## src/rtl/cdb_arbiter.sv

```systemverilog
// Writeback CDB arbiter: per-FU one-entry holding registers feed a round-robin
// selector whose winner is broadcast through a registered CDB output.
module cdb_arbiter #(
  parameter int NUM_REQ = 4,
  parameter int ROB_IDX = 5,
  parameter int PRF_IDX = 6
) (
  input  logic                       clk,
  input  logic                       rst,
  input  logic                       flush,
  input  logic [NUM_REQ-1:0]         req_valid,
  output logic [NUM_REQ-1:0]         req_ready,
  input  logic [NUM_REQ*ROB_IDX-1:0] req_rob_id,
  input  logic [NUM_REQ*PRF_IDX-1:0] req_rd_phy,
  input  logic [NUM_REQ*5-1:0]       req_rd_arch,
  input  logic [NUM_REQ*32-1:0]      req_rd_value,
  output logic                       cdb_valid,
  output logic [ROB_IDX-1:0]         cdb_rob_id,
  output logic [PRF_IDX-1:0]         cdb_rd_phy,
  output logic [4:0]                 cdb_rd_arch,
  output logic [31:0]                cdb_rd_value
);

  localparam int PTR_W = (NUM_REQ > 2) ? $clog2(NUM_REQ) : 1;

  logic [NUM_REQ-1:0] held;
  logic [NUM_REQ-1:0] grant;
  logic               grant_found;
  logic [PTR_W-1:0]   grant_idx;
  logic [PTR_W-1:0]   rr_ptr_reg;
  logic [PTR_W-1:0]   rr_ptr_next;
  logic [PTR_W:0]     scan_sum;

  logic [ROB_IDX-1:0] ent_rob   [NUM_REQ];
  logic [PRF_IDX-1:0] ent_phy   [NUM_REQ];
  logic [4:0]         ent_arch  [NUM_REQ];
  logic [31:0]        ent_value [NUM_REQ];

  // Per-requester holding register; a grant in the same cycle frees the slot
  // so a sole requester can sustain one result per cycle.
  for (genvar gi = 0; gi < NUM_REQ; gi++) begin : g_entry
    logic               held_reg;
    logic [ROB_IDX-1:0] rob_reg;
    logic [PRF_IDX-1:0] phy_reg;
    logic [4:0]         arch_reg;
    logic [31:0]        value_reg;
    logic               accept;

    assign req_ready[gi] = !flush && (!held_reg || grant[gi]);
    assign accept        = req_valid[gi] && req_ready[gi];

    always_ff @(posedge clk) begin
      if (rst) begin
        held_reg  <= 1'b0;
        rob_reg   <= '0;
        phy_reg   <= '0;
        arch_reg  <= '0;
        value_reg <= '0;
      end else if (flush) begin
        held_reg <= 1'b0;
      end else if (accept) begin
        held_reg  <= 1'b1;
        rob_reg   <= req_rob_id[gi*ROB_IDX +: ROB_IDX];
        phy_reg   <= req_rd_phy[gi*PRF_IDX +: PRF_IDX];
        arch_reg  <= req_rd_arch[gi*5 +: 5];
        value_reg <= req_rd_value[gi*32 +: 32];
      end else if (grant[gi]) begin
        held_reg <= 1'b0;
      end
    end

    assign held[gi]      = held_reg;
    assign ent_rob[gi]   = rob_reg;
    assign ent_phy[gi]   = phy_reg;
    assign ent_arch[gi]  = arch_reg;
    assign ent_value[gi] = value_reg;
  end

  // Round-robin scan starting at rr_ptr with explicit modulo wrap, so any
  // NUM_REQ in range works without a power-of-two pointer.
  always_comb begin
    grant_found = 1'b0;
    grant_idx   = '0;
    scan_sum    = '0;
    for (int off = 0; off < NUM_REQ; off++) begin
      scan_sum = {1'b0, rr_ptr_reg} + (PTR_W+1)'(off);
      if (scan_sum >= (PTR_W+1)'(NUM_REQ)) begin
        scan_sum = scan_sum - (PTR_W+1)'(NUM_REQ);
      end
      if (!grant_found && held[scan_sum[PTR_W-1:0]]) begin
        grant_found = 1'b1;
        grant_idx   = scan_sum[PTR_W-1:0];
      end
    end
    if (flush) begin
      grant_found = 1'b0;
    end
  end

  always_comb begin
    grant = '0;
    if (grant_found) begin
      grant[grant_idx] = 1'b1;
    end
  end

  always_comb begin
    if (grant_idx == PTR_W'(NUM_REQ - 1)) begin
      rr_ptr_next = '0;
    end else begin
      rr_ptr_next = grant_idx + PTR_W'(1);
    end
  end

  always_ff @(posedge clk) begin
    if (rst) begin
      rr_ptr_reg <= '0;
    end else if (grant_found) begin
      rr_ptr_reg <= rr_ptr_next;
    end
  end

  // Data fields keep their last value when idle; only cdb_valid qualifies them.
  always_ff @(posedge clk) begin
    if (rst) begin
      cdb_valid    <= 1'b0;
      cdb_rob_id   <= '0;
      cdb_rd_phy   <= '0;
      cdb_rd_arch  <= '0;
      cdb_rd_value <= '0;
    end else begin
      cdb_valid <= grant_found;
      if (grant_found) begin
        cdb_rob_id   <= ent_rob[grant_idx];
        cdb_rd_phy   <= ent_phy[grant_idx];
        cdb_rd_arch  <= ent_arch[grant_idx];
        cdb_rd_value <= ent_value[grant_idx];
      end
    end
  end

endmodule

```

## config.mk

```make
export PLATFORM = sky130hd
export DESIGN_NAME = cdb_arbiter
export DESIGN_NICKNAME = d
export VERILOG_FILES = /design/src/rtl/cdb_arbiter.sv
export SDC_FILE = /design/constraint.sdc
export NUM_CORES = 1
export LEC_CHECK = 0
export CAP_MARGIN = 25
export CORE_MARGIN = 2
export CORE_UTILIZATION = 56
export CTS_BUF_LIST = sky130_fd_sc_hd__clkbuf_2 sky130_fd_sc_hd__clkbuf_4 sky130_fd_sc_hd__clkbuf_8
export DETAILED_ROUTE_END_ITERATION = 10
export GPL_ROUTABILITY_DRIVEN = 0
export PLACE_DENSITY = 0.88
export SYNTH_ARGS = -nofsm -noshare
export SYNTH_HDL_FRONTEND = slang
export SYNTH_SLANG_ARGS = --single-unit
```

## constraint.sdc

```tcl
create_clock -name clk -period 6.7 [get_ports clk]
set_clock_uncertainty 0.1 [all_clocks]
set_input_delay 1.34 -clock clk [delete_from_list [all_inputs] [get_ports clk]]
set_output_delay 1.34 -clock clk [all_outputs]
set_load 0.01 [all_outputs]
```

==> impl_metrics.toml, run 1 <==
[outcome]
outcome = "completed"

[critical_path]
worstPathArrival_ns = 3.18
end_kind = "output pin"
worstPathRequired_ns = 5.26
path_class = "reg2out"
startpoint_type = "register"
critPathMaxFanout = 44

[timing]
finalCritPeriodShare_pct = 68.99
fin_hold_ws_ns = 0.3517
min_period_ns = 4.622
max_freq_ghz = 0.2163
slew-limit-headroom_pct = 35.16
slew_violations = 0
rsz0062_at_grt = "no"
finalSetupTns_ns = 0
hold_viol_final = 0
worst_pin_slew_ns = 0.9725
finalSetupViolations = 0

[synthesis]
synthTopCellsByArea = "dfxtp_1, mux2i_1, nand2b_1"
netlist_area_mm2 = 0.01102
synth.top_cell.area_share_pct = 44.88
synth_area_per_cell_um2 = 9.605
synth_warnings = 0
postSynthNetCount = 1347
ys_types = 26
yosys_most_used_dff = "dfxtp_1"
ys_seq_area_share_pct = 44.88
synth_edf_count = 0
syn_inst = 1147
ys_seq_elements = 247
async_reset_ff_share_pct = 0
synth_top_area_cell = "dfxtp_1"

[run]
drv_cap = 0

[clock_tree]
cts_resized = 0
cts_tree = "built"
hold_buffers = 0
cts_root_buf = "clkbuf_8"
cts.sinks = 247
post-cts-setup-buffers = 0
clock_tree.buffer_depth = 3
cts_made_buffers = 40
worstSkewPairLatency_ns = 0.54
clk_pin_slew_worst_paths_ns = 0.07
htree_levels = 2

[floorplanning]
ios = 252
die_x_um = 144.3
core_mm2 = 0.01940
dieArea_mm2 = 0.02081
start_util_pct = 56.79
die_h_um = 144.3
num_rows = 51

[cells_and_area]
fillCellCount = 1387
antenna_cells = 0
fin_nets = 1565
stdcell_count = 1652
largest_reg_flops = 128
area_growth_pct = 31.32
drive_gt1_share_pct = 6.489
multi_input_area_mm2 = 0.005702
final_area_mm2 = 0.01447
regArea_mm2 = 0.004945

[place]
io_buffer_count = 251
dpl_cell_area_mm2 = 0.01367
dp.cells = 1588
dp_hpwl_mm = 19.29

[detailed_routing]
vias_per_cell = 5.413
drt_iter0_markers = 479
avgRoutedWirePerCell_um = 17.84
wirelength_mm = 29.46
dr.pass1.iters = 5
postRouteAntennaNets = 0
vias = 8943
drc = 0

[global_routing]
grt_pass1_wl_mm = 45.44
grt_pass1_vias = 9036
gr-usage-all-layers_pct = 27.68
grt_max_degree = 139
overflow = 0
antenna_found_initial = 0

[min_path]
hold_path.class = "reg2reg"

[power]
report.power.total_w = 0.003362
leakage_nw = 5.698
peakVddDrop_mv = 0.1375
p_per_area_mw_per_mm2 = 232.4
placed cells by master, fill, tap and decap left out:
cell type	instances
nor2_1	9
buf_16	1
o21a_1	6
buf_4	11
buf_6	1
a211oi_1	1
clkdlybuf4s50_1	250
nor2b_1	2
a21oi_1	51
o221ai_1	48
buf_8	1
buf_12	2
ha_1	1
nor3_1	1
o22a_1	1
clkbuf_8	51
and2_2	1
dfxtp_1	247
a21o_1	1
nor2_4	1
nand2b_2	1
a211o_4	1
inv_1	2
o22ai_1	1
nand2_2	2
inv_2	1
nand2_1	144
mux2i_1	241
clkbuf_4	13
nand2b_1	290
nor3b_4	3
nor4_1	1
critical path: stages (launching register included):
cell	delay, ns
dfxtp_1	0.36
nand2b_1	0.16
a21oi_1	0.21
a211o_4	0.64
inv_2	0.20
ha_1	0.26
nor2b_1	0.16
nor2_1	0.12
clkdlybuf4s50_1	0.53
synth_stat cells, drive strengths merged (3+ instances only):
| library cell | count |
|---|---|
| o21a | 6 |
| o221ai | 48 |
| nor3b | 3 |
| nand2 | 146 |
| mux2i | 241 |
| a21oi | 51 |
| nor2 | 10 |
| clkbuf | 59 |
| nand2b | 291 |
| inv | 3 |
| buf | 31 |
| dfxtp | 247 |
stage by stage:
stage | worst slack, ns | util [%]
after CTS | 2.049 | 74.58
after detailed placement | 2.266 | 70.46
final | 2.078 | 74.58
after global routing | 1.893 | 74.58
after floorplan | 3.462 | -
after global placement | 2.247 | 70.03
kinds of logic after synthesis:
group	count (synthesis)	synth area share, %
AND/OR/NAND/NOR	455	22.45
buffers and inverters	93	3.759
multiplexers	241	21.90
adder cells (fa/ha/maj)	1	0.1136
AO/OA/AOI/OAI	110	6.894
flip-flops	247	44.88
final timing paths:
check / from / cells past startpoint / end / slack [ns]
worst max-delay path: g_entry[1].held_reg / 8 / req_ready[3] / 2.08
worst min-delay path: g_entry[3].phy_reg[1] / 2 / g_entry[3].phy_reg[1] / 0.35
worst max register to register: g_entry[1].held_reg / 11 / g_entry[3].value_reg[25] / 3.34
worst min register to register: g_entry[3].phy_reg[1] / 2 / g_entry[3].phy_reg[1] / 0.35
area by class of cell:
class / count / area share, %
multi-input cells: 807 / 39.41
flip-flops and latches: 247 / 34.18
repair buffers: 266 / 18.52
clock buffers: 64 / 5.526
well taps: 265 / 2.292
inverters: 3 / 0.07783
layer usage:
metal | GRT usage, % | part of all wire (%)
met3 | 4.801 | 6.6
met4 | 11.91 | 3.4
met2 | 46.79 | 48
met5 | 0 | 0
met1 | 34.94 | 42
power breakdown:
group          total [W]  switching, W  internal [W]
Clock            0.00132      0.000576      0.000746
Sequential       0.00158     0.0000387       0.00154
Combinational   0.000463      0.000209      0.000254
(Power assumes the default switching activity.)
==> inputs of run 2 (changes only) <==
CORE_UTILIZATION = 47   (was 56)
PLACE_DENSITY = 0.79   (was 0.88)
clock period = 4.1 ns   (was 6.7 ns; I/O delays follow)
==> run 2 against run 1 <==
Sequential power rose by 63%. Design area rose by 1.1%. Via count fell by 2.4%. Hold slack improved by 0.0018 ns. Clock power rose by 77%. Wire length barely moved. Combinational power rose by 63%. Highest routed layer unchanged.
==> impl_metrics.toml, run 2 (synthesis results as in run 1) <==
[timing]
worst_pin_slew_ns = 1.011
rsz0062_at_grt = "no"
finalSetupTns_ns = 0
hold_viol_final = 0
slew-limit-headroom_pct = 32.59
finalCritPeriodShare_pct = 92.33
finalSetupViolations = 0
min_period_ns = 3.786
slew_violations = 0
max_freq_ghz = 0.2642

[power]
p_per_area_mw_per_mm2 = 387.8
peakVddDrop_mv = 0.2547
leakage_nw = 5.756

[clock_tree]
cts.sinks = 247
cts_tree = "built"
post-cts-setup-buffers = 0
hold_buffers = 0
cts_made_buffers = 42
cts_root_buf = "clkbuf_8"
clk_pin_slew_worst_paths_ns = 0.06
worstSkewPairLatency_ns = 0.54
clock_tree.buffer_depth = 3
htree_levels = 2
cts_resized = 0

[floorplanning]
start_util_pct = 47.36
die_h_um = 157.1
ios = 252
num_rows = 56
die_x_um = 157.1
dieArea_mm2 = 0.02468
core_mm2 = 0.02326

[critical_path]
path_class = "reg2out"
startpoint_type = "register"
worstPathRequired_ns = 3.18
end_kind = "output pin"
rrSetupSlack_ns = 1.01
worstPathArrival_ns = 2.87
critPathMaxFanout = 19

[cells_and_area]
antenna_cells = 0
drive_gt1_share_pct = 7.291
area_growth_pct = 32.81
final_area_mm2 = 0.01463
fin_nets = 1568
largest_reg_flops = 128
layout_common_cells = "nand2b_1, clkdlybuf4s50_1, dfxtp_1"
final_common_cell = "nand2b_1"

[global_routing]
grt_max_degree = 116
overflow = 0
gr-usage-all-layers_pct = 23.22
grt_pass1_wl_mm = 45.65
antenna_found_initial = 0
grt_pass1_vias = 8916

[detailed_routing]
postRouteAntennaNets = 0
wirelength_mm = 29.47
avgRoutedWirePerCell_um = 17.15
drc = 0
dr.pass1.iters = 4
vias = 8731
drt_iter0_markers = 524
vias_per_cell = 5.082

[outcome]
outcome = "completed"

[run]
drv_cap = 0

[place]
dpl_cell_area_mm2 = 0.01373
dp_hpwl_mm = 18.90
io_buffer_count = 251

[min_path]
hold_path.class = "reg2reg"
## run 2: changes by cell type in the layout (fill, tap and decap cells not counted), sizes merged
cell    previous run  this run
buf               16        17
bufinv             0         1
clkbuf            64        66
clkinv             0         8
## run 2: path summary, 6_finish.rpt
kind,start,to,cells after the start
min,g_entry[3].value_reg[0],g_entry[3].value_reg[0],2
min reg2reg,g_entry[3].value_reg[0],g_entry[3].value_reg[0],2
max,g_entry[1].held_reg,req_ready[3],8
max reg2reg,g_entry[1].held_reg,g_entry[3].rob_reg[1],11
## run 2: power by group
group	internal, W	switching [W]	total, W
clock network	0.00135	0.000989	0.00234
logic	0.000415	0.000340	0.000755
registers	0.00251	0.0000614	0.00258
total	0.00428	0.00139	0.00567
## run 2: routing by layer
metal  vias up  wire length, um  GRT usage, %
met3        46             1617         4.157
li1       4307                -             -
met2       240            14130         39.56
met5         -                0             0
met1      4138            13190         30.16
met4         0              529         6.797
## run 2: final cells by class
type,instances,area [um^2]
Inverter,3,11.26
Clock inverter,9,70.07
Multi-Input combinational cell,807,5702
Tap cell,319,399.1
Timing Repair Buffer,267,2671
Fill cell,1951,8631
Sequential cell,247,4945
Clock buffer,66,833.3
## run 2: worst max-delay path, stage by stage (launching register included)
cell and delay [ns]:
dfxtp_1 0.40, nand2b_1 0.14, a21oi_1 0.08, a211o_4 0.46, inv_2 0.20, ha_1 0.18
nor2b_1 0.06, nor2_1 0.19, clkdlybuf4s50_1 0.63
## run 2: metrics by stage
| stage | power, W | hold WS (ns) | utilization (%) | instances | setup WS, ns |
|---|---|---|---|---|---|
| 6_report | 0.005674 | 0.3536 | 62.90 | 1718 | 0.3143 |
| 4_1_cts | 0.005731 | 0.3554 | 62.90 | 1718 | 0.2610 |
| 3_5_place_dp | 0.003382 | 0.3463 | 59.01 | 1643 | 0.7236 |
| 2_1_floorplan | 0.003028 | 0.3357 | - | 1147 | 1.552 |
| 5_1_grt | 0.005904 | 0.3695 | 62.90 | 1718 | 0.1277 |
| 3_3_place_gp | 0.003366 | 0.3404 | 58.93 | 1642 | 0.7259 |
